$ cat src/rtl/cp0_register_file.sv
// -----------------------------------------------------------------------------
// cp0_register_file
//
// Architectural storage for coprocessor-0: SR (12), Cause (13), EPC (14) and
// the read-only PRId (15). Consumes the new_*/*_enable write pairs from the
// CP0 write-submission logic, feeds the stored values back to it and to the
// eret PC-select path, synchronises the external interrupt lines and serves
// the mfc0 read port.
//
// Ports:
//   clk               system clock, all state on rising edge
//   reset             asynchronous, active-high reset
//   hw_int[5:0]       raw external interrupt lines (asynchronous, level)
//   new_SR/SR_enable        SR write value and strobe
//   new_Cause/Cause_enable  Cause write value and strobe
//   new_EPC/EPC_enable      EPC write value and strobe
//   read_address[4:0] mfc0 source register number
//   read_data[31:0]   mfc0 result (combinational, pre-edge value)
//   current_SR/Cause/EPC    stored register values
//   interrupt_request[5:0]  synchronised hw_int (Cause/SR bits 15:10)
//   handler_address   constant exception-handler entry PC
//   exl_active        SR.EXL
// -----------------------------------------------------------------------------
module cp0_register_file #(
   parameter logic [31:0] PRID_VALUE      = 32'h5A5A0001,
   parameter logic [31:0] HANDLER_ADDRESS = 32'h00004180
) (
   input  logic        clk,
   input  logic        reset,
   input  logic [5:0]  hw_int,
   input  logic [31:0] new_SR,
   input  logic        SR_enable,
   input  logic [31:0] new_Cause,
   input  logic        Cause_enable,
   input  logic [31:0] new_EPC,
   input  logic        EPC_enable,
   input  logic [4:0]  read_address,
   output logic [31:0] read_data,
   output logic [31:0] current_SR,
   output logic [31:0] current_Cause,
   output logic [31:0] current_EPC,
   output logic [5:0]  interrupt_request,
   output logic [31:0] handler_address,
   output logic        exl_active
);

   localparam logic [4:0] ADDR_SR    = 5'd12;
   localparam logic [4:0] ADDR_CAUSE = 5'd13;
   localparam logic [4:0] ADDR_EPC   = 5'd14;
   localparam logic [4:0] ADDR_PRID  = 5'd15;

   // Only IM[15:10], EXL[1] and IE[0] are implemented in SR.
   function automatic logic [31:0] mask_sr(input logic [31:0] value);
      return value & 32'h0000FC03;
   endfunction

   // Only BD[31], IP[15:10] and ExcCode[6:2] are implemented in Cause.
   function automatic logic [31:0] mask_cause(input logic [31:0] value);
      return value & 32'h8000FC7C;
   endfunction

   // EPC always holds a word-aligned PC.
   function automatic logic [31:0] align_epc(input logic [31:0] value);
      return {value[31:2], 2'b00};
   endfunction

   logic [31:0] sr_q;
   logic [31:0] cause_q;
   logic [31:0] epc_q;
   logic [5:0]  sync_p0;
   logic [5:0]  sync_p1;

   // Architectural registers: each strobe is independent, no priority.
   always_ff @(posedge clk or posedge reset) begin
      if (reset) begin
         sr_q    <= '0;
         cause_q <= '0;
         epc_q   <= '0;
      end else begin
         if (SR_enable)    sr_q    <= mask_sr(new_SR);
         if (Cause_enable) cause_q <= mask_cause(new_Cause);
         if (EPC_enable)   epc_q   <= align_epc(new_EPC);
      end
   end

   // Two-flop synchroniser per interrupt line; level follows the line.
   always_ff @(posedge clk or posedge reset) begin
      if (reset) begin
         sync_p0 <= '0;
         sync_p1 <= '0;
      end else begin
         sync_p0 <= hw_int;
         sync_p1 <= sync_p0;
      end
   end

   // Read port sees stored state only; same-cycle writes are not forwarded.
   always_comb begin
      read_data = '0;
      case (read_address)
         ADDR_SR:    read_data = sr_q;
         ADDR_CAUSE: read_data = cause_q;
         ADDR_EPC:   read_data = epc_q;
         ADDR_PRID:  read_data = PRID_VALUE;
         default:    read_data = '0;
      endcase
   end

   assign current_SR        = sr_q;
   assign current_Cause     = cause_q;
   assign current_EPC       = epc_q;
   assign interrupt_request = sync_p1;
   assign handler_address   = HANDLER_ADDRESS;
   assign exl_active        = sr_q[1];

endmodule

$ cat config.mk
export PLATFORM = sky130hd
export DESIGN_NAME = cp0_register_file
export DESIGN_NICKNAME = d
export VERILOG_FILES = /design/src/rtl/cp0_register_file.sv
export SDC_FILE = /design/constraint.sdc
export NUM_CORES = 1
export LEC_CHECK = 0
export CORE_AREA = 2 2 107 109
export CTS_CLUSTER_DIAMETER = 120
export DETAILED_ROUTE_END_ITERATION = 10
export DIE_AREA = 0 0 109 111
export PLACE_DENSITY = 0.76
export REMOVE_ABC_BUFFERS = 1
export SYNTH_ARGS = -nofsm -noshare
export SYNTH_HDL_FRONTEND = slang
export SYNTH_SLANG_ARGS = --single-unit
export TNS_END_PERCENT = 30
$ cat constraint.sdc
create_clock -name clk -period 2.7 [get_ports clk]
set_clock_uncertainty 0.15 [all_clocks]
set_input_delay 0.54 -clock clk [delete_from_list [all_inputs] [get_ports clk]]
set_output_delay 0.54 -clock clk [all_outputs]
set_load 0.02 [all_outputs]
==> results of run 1 <==
worst min path at each step:
stage	slack [ps]	endpoint	start	cells past startpoint
after floorplan	180	interrupt_request[0]	sync_p0[0]	0
after global placement	180	interrupt_request[2]	sync_p0[2]	0
after detailed placement	180	interrupt_request[1]	sync_p0[1]	0
after CTS	200	interrupt_request[1]	sync_p0[1]	0
after global routing	200	interrupt_request[1]	sync_p0[1]	0
final	200	interrupt_request[1]	sync_p0[1]	0
layer usage:
layer  vias to the layer above  GRT usage (%)  wire, um
li1                       1116              -         -
met1                      1190           16.8      3400
met2                       158           23.7      4270
met3                        18           6.11       917
met4                         0           7.18       226
met5                         -              0         0
through the flow:
step	std cells	area, um^2	total power [W]
2_1_floorplan	263	2930	0.00143
3_3_place_gp	573	4810	0.00180
3_5_place_dp	573	4810	0.00181
4_1_cts	591	5150	0.00310
5_1_grt	591	5130	0.00321
6_report	591	5130	0.00306
state kept, by name (all words and copies together) (netlist names):
signal             count
sync_p0                6
current_Cause         12
current_EPC           30
current_SR             8
interrupt_request      6
cell usage after synthesis:
cell type | number | area, um^2
sky130_fd_sc_hd__a211oi_2 | 12 | 150
sky130_fd_sc_hd__a21oi_2 | 1 | 8.76
sky130_fd_sc_hd__a22oi_1 | 6 | 45.0
sky130_fd_sc_hd__and2b_1 | 6 | 45.0
sky130_fd_sc_hd__and2b_4 | 1 | 10.0
sky130_fd_sc_hd__and3_1 | 10 | 62.6
sky130_fd_sc_hd__buf_12 | 1 | 20.0
sky130_fd_sc_hd__buf_2 | 8 | 40.0
sky130_fd_sc_hd__buf_4 | 80 | 601
sky130_fd_sc_hd__buf_6 | 1 | 11.3
sky130_fd_sc_hd__clkbuf_1 | 1 | 3.75
sky130_fd_sc_hd__conb_1 | 2 | 7.51
sky130_fd_sc_hd__dfrtp_1 | 62 | 1550
sky130_fd_sc_hd__inv_1 | 1 | 3.75
sky130_fd_sc_hd__mux2_2 | 50 | 563
sky130_fd_sc_hd__nand2_1 | 2 | 7.51
sky130_fd_sc_hd__nand2b_1 | 6 | 37.5
sky130_fd_sc_hd__nand3b_2 | 1 | 11.3
sky130_fd_sc_hd__nand4b_4 | 1 | 23.8
sky130_fd_sc_hd__nor2_1 | 23 | 86.3
sky130_fd_sc_hd__nor2_4 | 1 | 11.3
sky130_fd_sc_hd__nor2b_2 | 1 | 8.76
sky130_fd_sc_hd__nor4b_2 | 1 | 15.0
repair_timing:
item / CTS / global route
hold buffers: 0 / 0
resized for setup: 45 / 19
endpoints found under the setup margin: 32 / 27
gates cloned: 2 / 0
pin swaps: 1 / 0
logic make-up (layout without fill, tap and decap cells):
group                  after synthesis  in the layout
AOI/OAI and AO/OA                   19             19
buffers and inverters               92            185
DFF                                 62             62
muxes                               50             50
other                                2             78
and+or+nand+nor                     53             54
cell type report:
type                       instances  area, um^2  share of cell area (%)
timing repair buffer             168        1670                    32.5
inverter                           1        3.75                  0.0732
clock buffer                       9         225                    4.39
tap                              143         179                    3.49
clock inverter                     7         104                    2.02
sequential                        62        1550                    30.2
multi-input combinational        201        1400                    27.3
power by group:
| group | internal [W] | total, W | leakage (nW) | switching [W] |
|---|---|---|---|---|
| combinational | 0.000345 | 0.000714 | 1.49 | 0.000369 |
| clock | 0.000820 | 0.00127 | 0.161 | 0.000447 |
| sequential | 0.00101 | 0.00108 | 0.724 | 0.0000665 |
==> impl_results.html, run 1 <==
<table>
<tr><th>Metric</th><th>Value</th></tr>
<tr><th colspan="2">Outcome</th></tr>
<tr><td>Run status</td><td>completed</td></tr>
<tr><th colspan="2">Detailed routing</th></tr>
<tr><td>Starting DRC count in detailed routing</td><td>59</td></tr>
<tr><td>Remaining routing DRC violations</td><td>0</td></tr>
<tr><td>Detail-routed via count per cell</td><td>4.20</td></tr>
<tr><td>Overall via count from detail_route</td><td>between 2,000 and 2,500</td></tr>
<tr><td>Wirelength per Cell</td><td>about 15 um</td></tr>
<tr><td>Post-detailed-routing wire length</td><td>8820 um</td></tr>
<tr><td>Remaining antenna violation count after routing</td><td>0</td></tr>
<tr><td>Detailed-routing iteration count for the pre-antenna-repair pass</td><td>2</td></tr>
<tr><th colspan="2">Pwr</th></tr>
<tr><td>Maximum ir drop on the vdd rail</td><td>0.368 mV</td></tr>
<tr><td>Power density over cell area</td><td>roughly 600 nW/um^2</td></tr>
<tr><td>Leakage power</td><td>2.37 nW</td></tr>
<tr><th colspan="2">Critical path</th></tr>
<tr><td>Biggest cell delay along the critical path</td><td>560 ps</td></tr>
<tr><td>Critical Path, Cell by Cell</td><td>clkdlybuf4s50_1 -&gt; nand3b_4 -&gt; nor2_2 -&gt; and3_1 -&gt; dlygate4sd2_1</td></tr>
<tr><td>Launch point of the worst reg-to-reg path</td><td>current_EPC[3]</td></tr>
<tr><td>Data arrival time of the critical path</td><td>~2000 ps</td></tr>
<tr><td>Kind of cell with the highest combined delay on the critical path</td><td>buffers and inverters</td></tr>
<tr><td>Critical path depth in cells</td><td>5</td></tr>
<tr><td>Critical path launch point type</td><td>primary input</td></tr>
<tr><td>Required time worst endpoint</td><td>2010 ps</td></tr>
<tr><td>Crit path from</td><td>read_address[2]</td></tr>
<tr><td>Destination of the worst register-to-register timing path</td><td>current_EPC[3]</td></tr>
<tr><td>CP max-delay cell</td><td>sky130_fd_sc_hd__clkdlybuf4s50_1</td></tr>
<tr><td>Critical Setup Path Class</td><td>in -&gt; out</td></tr>
<tr><td>Crit path to</td><td>read_data[8]</td></tr>
<tr><td>Slack of the worst reg-to-reg path</td><td>1740 ps</td></tr>
<tr><td>Crit end category</td><td>output pin</td></tr>
<tr><td>Crit path buf inv count</td><td>2</td></tr>
<tr><td>Number of cell instances on the worst register-to-register path</td><td>1</td></tr>
<tr><td>Critical Path Fanout Max</td><td>5</td></tr>
<tr><th colspan="2">Timing</th></tr>
<tr><td>Max Fclk</td><td>374 MHz</td></tr>
<tr><td># setup viols final</td><td>0</td></tr>
<tr><td>RSZ-0062 raised after global routing</td><td>true</td></tr>
<tr><td>Post-route clock period utilization</td><td>98.9%</td></tr>
<tr><td>Final critical path time including I/O delays and setup</td><td>2670 ps</td></tr>
<tr><td>Worst hold slack</td><td>200 ps</td></tr>
<tr><td>Max-slew violations</td><td>0</td></tr>
<tr><td>Hold violation count in the final report</td><td>0</td></tr>
<tr><td>Worst Setup Slack, final</td><td>29.7 ps</td></tr>
<tr><td>Total negative slack for setup checks</td><td>0 ps</td></tr>
<tr><th colspan="2">Synthesis</th></tr>
<tr><td>Xor/xnor cell area share of the yosys netlist</td><td>0%</td></tr>
<tr><td>Fraction of the mapped netlist area in simple logic gates</td><td>a little under a tenth</td></tr>
<tr><td>Number of different library cells in the post-synthesis netlist</td><td>23</td></tr>
<tr><td>Yosys Warn Count</td><td>0</td></tr>
<tr><td>Sequential share of the synthesized area</td><td>46.7%</td></tr>
<tr><td>Post-synthesis sequential element count</td><td>62</td></tr>
<tr><td>Multiplexer share of the synthesized area</td><td>16.9%</td></tr>
<tr><td>Post-synthesis cell area</td><td>~3300 um^2</td></tr>
<tr><td>Synthesized-area fraction occupied by adder cells</td><td>0%</td></tr>
<tr><td>Fraction of the mapped netlist area in compound gates</td><td>between 6 and 7%</td></tr>
<tr><td>Avg Inst Size Synth</td><td>12.0 um^2</td></tr>
<tr><td>Mapped Cells</td><td>~280</td></tr>
<tr><td>Largest family of logic cells by synthesized area</td><td>buffers and inverters</td></tr>
<tr><th colspan="2">Die</th></tr>
<tr><td>Die boundary height</td><td>111 um</td></tr>
<tr><td>Boundary Pins</td><td>about 280</td></tr>
<tr><td>Die outline area</td><td>between 10,000 and 15,000 um^2</td></tr>
<tr><td>Horizontal die dimension</td><td>between 100 and 150 um</td></tr>
<tr><td>Std-Cell Core Area</td><td>11,100 um^2</td></tr>
<tr><td>Std-Cell Rows</td><td>39</td></tr>
<tr><td>Starting density of the core</td><td>30.0%</td></tr>
<tr><th colspan="2">Global route</th></tr>
<tr><td>Largest net degree at the start of global routing</td><td>63</td></tr>
<tr><td>Number of antenna violations at the first check in global routing</td><td>0</td></tr>
<tr><td>Number of global-route vias before repair</td><td>2,491</td></tr>
<tr><td>Aggregate global-route resource usage</td><td>14.8%</td></tr>
<tr><td>Total overflow reported by the global router</td><td>0</td></tr>
<tr><td>Global-route wire length before repair</td><td>13,300 um</td></tr>
<tr><th colspan="2">Final layout</th></tr>
<tr><td>Share of final-layout standard cells stronger than drive strength 1</td><td>about a quarter</td></tr>
<tr><td>Number of antenna cells inserted</td><td>0</td></tr>
<tr><td>Finished Core Util</td><td>46.3%</td></tr>
<tr><td>Most frequent cells in the layout</td><td>119 x sky130_fd_sc_hd__clkdlybuf4s50_1, 78 x sky130_fd_sc_hd__conb_1, 62 x sky130_fd_sc_hd__dfrtp_1</td></tr>
<tr><td>Layout overhead on the synthesized area</td><td>54.3%</td></tr>
<tr><td>Fillcell total</td><td>979</td></tr>
<tr><td>Most frequent standard cell in the layout excluding fill and tap cells</td><td>sky130_fd_sc_hd__clkdlybuf4s50_1</td></tr>
<tr><td>Total number of nets in the final design</td><td>555</td></tr>
<tr><th colspan="2">Placed design</th></tr>
<tr><td>Detailed-placement wirelength estimate</td><td>6500 um</td></tr>
<tr><td>Worst slack, placed</td><td>-410 ps</td></tr>
<tr><td>GP Congestion</td><td>0.778</td></tr>
<tr><td>Total of buffers placed on input and output ports</td><td>154</td></tr>
<tr><th colspan="2">Clock network</th></tr>
<tr><td>Clk Tree Root Cell</td><td>sky130_fd_sc_hd__clkbuf_16</td></tr>
<tr><td>CTS tree</td><td>done</td></tr>
<tr><td>Setup fix buffers added after clock tree synthesis</td><td>0</td></tr>
<tr><td>Insertion delay of the later-clocked pin in the worst-skew pair</td><td>320 ps</td></tr>
<tr><td>H-tree depth reported by CTS</td><td>3</td></tr>
<tr><td>Total clock sinks</td><td>62</td></tr>
<tr><td>Number of buffers on the longest clock path</td><td>2</td></tr>
<tr><td>Clock slew at reported path FFs</td><td>60 ps</td></tr>
<tr><td>Number of buffers added by the clock tree synthesis step</td><td>9</td></tr>
<tr><th colspan="2">Job</th></tr>
<tr><td>Max-cap violations</td><td>0</td></tr>
<tr><th colspan="2">Min path</th></tr>
<tr><td>Worst Hold Class</td><td>reg -&gt; reg</td></tr>
</table>
Note: power is estimated with default switching activity, not from simulation.
==> inputs of run 2 (changes only) <==
- clock period: 2.7 -> 3.3 ns (I/O delays scaled with it)
==> run 2 against run 1 <==
  * Sequential share of layout area rose by 0.11 points
  * Flip-flop and latch count unchanged
  * Core utilization shrank 0.17 points
  * Critical path depth rose by 1
  * Clock power is 21% lower
  * Register-to-register slack better by 610 ps
  * Routed wire length fell by 1.0%
  * Final cell count decreased by 1.0%
  * Die area stayed put
  * Final area fell by 0.37%
  * Critical path type unchanged
  * Highest routed layer unchanged
==> impl_results.html, run 2 (synthesis results as in run 1) <==
<table>
<tr><th>Metric</th><th>Value</th></tr>
<tr><th colspan="2">Outcome</th></tr>
<tr><td>Run status</td><td>completed (unchanged)</td></tr>
<tr><th colspan="2">Detailed routing</th></tr>
<tr><td>Remaining routing DRC violations</td><td>0 (unchanged)</td></tr>
<tr><td>Top routing layer used</td><td>met4 (unchanged)</td></tr>
<tr><td>Detailed-route wire length on metal 1</td><td>3310 um (was 3400 um)</td></tr>
<tr><td>Met3 wire length</td><td>966 um (was 917 um)</td></tr>
<tr><td>Overall via count from detail_route</td><td>2,433 (was 2,482)</td></tr>
<tr><td>Met2 Wirelength</td><td>4410 um (was 4270 um)</td></tr>
<tr><td>Starting DRC count in detailed routing</td><td>79 (was 59)</td></tr>
<tr><td>Wirelength per Cell</td><td>14.9 um (about the same)</td></tr>
<tr><td>Remaining antenna violation count after routing</td><td>0 (unchanged)</td></tr>
<tr><td>Detailed-routing iteration count for the pre-antenna-repair pass</td><td>4 (was 2)</td></tr>
<tr><td>Detail-routed via count per cell</td><td>4.16 (was 4.20)</td></tr>
<tr><td>Post-detailed-routing wire length</td><td>8730 um (was 8820 um)</td></tr>
<tr><th colspan="2">Timing</th></tr>
<tr><td>Worst hold slack</td><td>197 ps (was 200 ps)</td></tr>
<tr><td>Max Fclk</td><td>approximately 310 MHz</td></tr>
<tr><td>Final critical path time including I/O delays and setup</td><td>between 3000 and 4000 ps</td></tr>
<tr><td># setup viols final</td><td>0 (unchanged)</td></tr>
<tr><td>Tightest Pin Transition</td><td>~710 ps</td></tr>
<tr><td>Post-route clock period utilization</td><td>97.8%</td></tr>
<tr><td>RSZ-0062 raised after global routing</td><td>false (was true)</td></tr>
<tr><td>Relative max-transition margin</td><td>52.3%</td></tr>
<tr><td>Max-slew violations</td><td>0 (unchanged)</td></tr>
<tr><td>Hold violation count in the final report</td><td>0 (unchanged)</td></tr>
<tr><th colspan="2">Critical path</th></tr>
<tr><td>Required time worst endpoint</td><td>2490 ps (was 2010 ps)</td></tr>
<tr><td>Critical path launch point type</td><td>primary input (unchanged)</td></tr>
<tr><td>Data arrival time of the critical path</td><td>2420 ps (was 1980 ps)</td></tr>
<tr><td>Crit end category</td><td>output pin (unchanged)</td></tr>
<tr><td>Critical Setup Path Class</td><td>in -&gt; out (unchanged)</td></tr>
<tr><td>Critical Path Fanout Max</td><td>34 (was 5)</td></tr>
<tr><th colspan="2">Placed design</th></tr>
<tr><td>Total of buffers placed on input and output ports</td><td>154 (unchanged)</td></tr>
<tr><td>Detailed-placement wirelength estimate</td><td>6560 um (was 6500 um)</td></tr>
<tr><td>GP Congestion</td><td>0.785 (was 0.778)</td></tr>
<tr><td>Cell Count Post-Placement</td><td>568 (was 573)</td></tr>
<tr><th colspan="2">Final layout</th></tr>
<tr><td>Flip-flop count of the largest register, all copies and words added</td><td>30 (unchanged)</td></tr>
<tr><td>Most frequent cells in the layout</td><td>146 x sky130_fd_sc_hd__clkdlybuf4s50_1, 78 x sky130_fd_sc_hd__conb_1, 62 x sky130_fd_sc_hd__dfrtp_1 (was 119 x sky130_fd_sc_hd__clkdlybuf4s50_1, 78 x sky130_fd_sc_hd__conb_1, 62 x sky130_fd_sc_hd__dfrtp_1)</td></tr>
<tr><td>Fillcell total</td><td>996 (was 979)</td></tr>
<tr><td>Layout overhead on the synthesized area</td><td>53.7% (was 54.3%)</td></tr>
<tr><td>Number of standard cells in the final layout excluding fillers</td><td>585 (was 591)</td></tr>
<tr><td>Number of antenna cells inserted</td><td>0 (unchanged)</td></tr>
<tr><td>Most frequent standard cell in the layout excluding fill and tap cells</td><td>sky130_fd_sc_hd__clkdlybuf4s50_1 (unchanged)</td></tr>
<tr><td>Total number of nets in the final design</td><td>549 (was 555)</td></tr>
<tr><td>Share of final-layout standard cells stronger than drive strength 1</td><td>21.3% (was 24.6%)</td></tr>
<tr><th colspan="2">Pwr</th></tr>
<tr><td>Power density over cell area</td><td>482 nW/um^2 (was 597 nW/um^2)</td></tr>
<tr><td>Leakage power</td><td>2.34 nW (was 2.37 nW)</td></tr>
<tr><td>Maximum ir drop on the vdd rail</td><td>0.220 mV (was 0.368 mV)</td></tr>
<tr><th colspan="2">Die</th></tr>
<tr><td>Std-Cell Core Area</td><td>11,100 um^2 (unchanged)</td></tr>
<tr><td>Horizontal die dimension</td><td>109 um (unchanged)</td></tr>
<tr><td>Die outline area</td><td>12,100 um^2 (unchanged)</td></tr>
<tr><td>Starting density of the core</td><td>30.0% (unchanged)</td></tr>
<tr><td>Die boundary height</td><td>111 um (unchanged)</td></tr>
<tr><td>Std-Cell Rows</td><td>39 (unchanged)</td></tr>
<tr><td>Boundary Pins</td><td>279 (unchanged)</td></tr>
<tr><th colspan="2">Global route</th></tr>
<tr><td>Largest net degree at the start of global routing</td><td>35 (was 63)</td></tr>
<tr><td>Global-route wire length before repair</td><td>13,300 um (about the same)</td></tr>
<tr><td>Number of global-route vias before repair</td><td>2,509 (was 2,491)</td></tr>
<tr><td>Number of antenna violations at the first check in global routing</td><td>0 (unchanged)</td></tr>
<tr><td>Aggregate global-route resource usage</td><td>14.4% (was 14.8%)</td></tr>
<tr><td>Total overflow reported by the global router</td><td>0 (unchanged)</td></tr>
<tr><th colspan="2">Clock network</th></tr>
<tr><td>Setup fix buffers added after clock tree synthesis</td><td>0 (unchanged)</td></tr>
<tr><td>CTS tree</td><td>done (unchanged)</td></tr>
<tr><td>H-tree depth reported by CTS</td><td>3 (unchanged)</td></tr>
<tr><td>Insertion delay of the later-clocked pin in the worst-skew pair</td><td>320 ps (about the same)</td></tr>
<tr><td>Clk Tree Root Cell</td><td>sky130_fd_sc_hd__clkbuf_16 (unchanged)</td></tr>
<tr><td>Number of buffers on the longest clock path</td><td>2 (unchanged)</td></tr>
<tr><td>Number of buffers added by the clock tree synthesis step</td><td>9 (unchanged)</td></tr>
<tr><td>Total clock sinks</td><td>62 (unchanged)</td></tr>
<tr><td>Clock slew at reported path FFs</td><td>50 ps (was 60 ps)</td></tr>
<tr><th colspan="2">Min path</th></tr>
<tr><td>Worst Hold Class</td><td>reg -&gt; reg (unchanged)</td></tr>
<tr><th colspan="2">Job</th></tr>
<tr><td>Max-cap violations</td><td>0 (unchanged)</td></tr>
</table>
-- run 2: cell count changes in the layout (fill, tap and decap cells not counted), sizes merged, moves of 3 or more --
cell | previous run | this run
buf | 15 | 8
clkbuf | 16 | 10
clkdlybuf4s15 | 6 | 0
clkdlybuf4s50 | 119 | 146
dlygate4sd2 | 19 | 1
dlymetal6s2s | 1 | 7
inv | 4 | 1
-- run 2: worst paths after layout --
check / slack (ps) / from / end / cells after the start
max: 70 / read_address[1] / read_data[14] / 6
min: 200 / sync_p0[2] / interrupt_request[2] / 0
max reg2reg: 2350 / current_EPC[3] / current_EPC[3] / 1
min reg2reg: 200 / sync_p0[2] / interrupt_request[2] / 0
max in group asynchronous: 1760 / reset / current_Cause[3] / 3
min in group asynchronous: 620 / reset / sync_p0[1] / 2
-- run 2: area by class of cell --
class | count | area (um^2) | area share (%)
Clock buffer | 10 | 229 | 4.48
Clock inverter | 6 | 86.3 | 1.69
Inverter | 1 | 3.75 | 0.0734
Multi-Input combinational cell | 201 | 1390 | 27.3
Sequential cell | 62 | 1550 | 30.4
Tap cell | 143 | 179 | 3.50
Timing Repair Buffer | 162 | 1670 | 32.6
-- run 2: power by group --
group / total, W / internal, W / switching, W
logic: 0.000577 / 0.000278 / 0.000299
registers: 0.000885 / 0.000830 / 0.0000542
clock network: 0.00100 / 0.000660 / 0.000341
-- run 2: timing repair --
| item | CTS | global route |
|---|---|---|
| setup endpoints to repair | 2 | 18 |
| hold buffers | 0 | 0 |
| gates resized for setup | 1 | 8 |
| cloned | 0 | 1 |
-- run 2: critical path, stage by stage --
cell and delay (ps):
sky130_fd_sc_hd__clkdlybuf4s50_1 440, sky130_fd_sc_hd__buf_12 190, sky130_fd_sc_hd__and2b_1 210, sky130_fd_sc_hd__a211oi_2 40
sky130_fd_sc_hd__a211oi_2 200, sky130_fd_sc_hd__clkdlybuf4s50_1 660
-- run 2: per-layer routing --
layer	vias to the layer above	GRT usage [%]
li1	1109	-
met1	1166	15.8
met2	152	25.2
met3	6	6.70
met4	0	3.08
met5	-	0
-- run 2: per-stage QoR --
step	cell area (um^2)	util, %	total power (W)	TNS, ps	setup slack [ps]
after global routing	5110	46.1	0.00258	0	0.853
after detailed placement	4760	43.0	0.00148	-54.6	-54.6
after CTS	5080	45.8	0.00250	-6.99	-6.99
after global placement	4760	43.0	0.00147	-25.7	-25.7
final	5110	46.1	0.00246	0	72.2
after floorplan	2930	-	0.00117	0	847
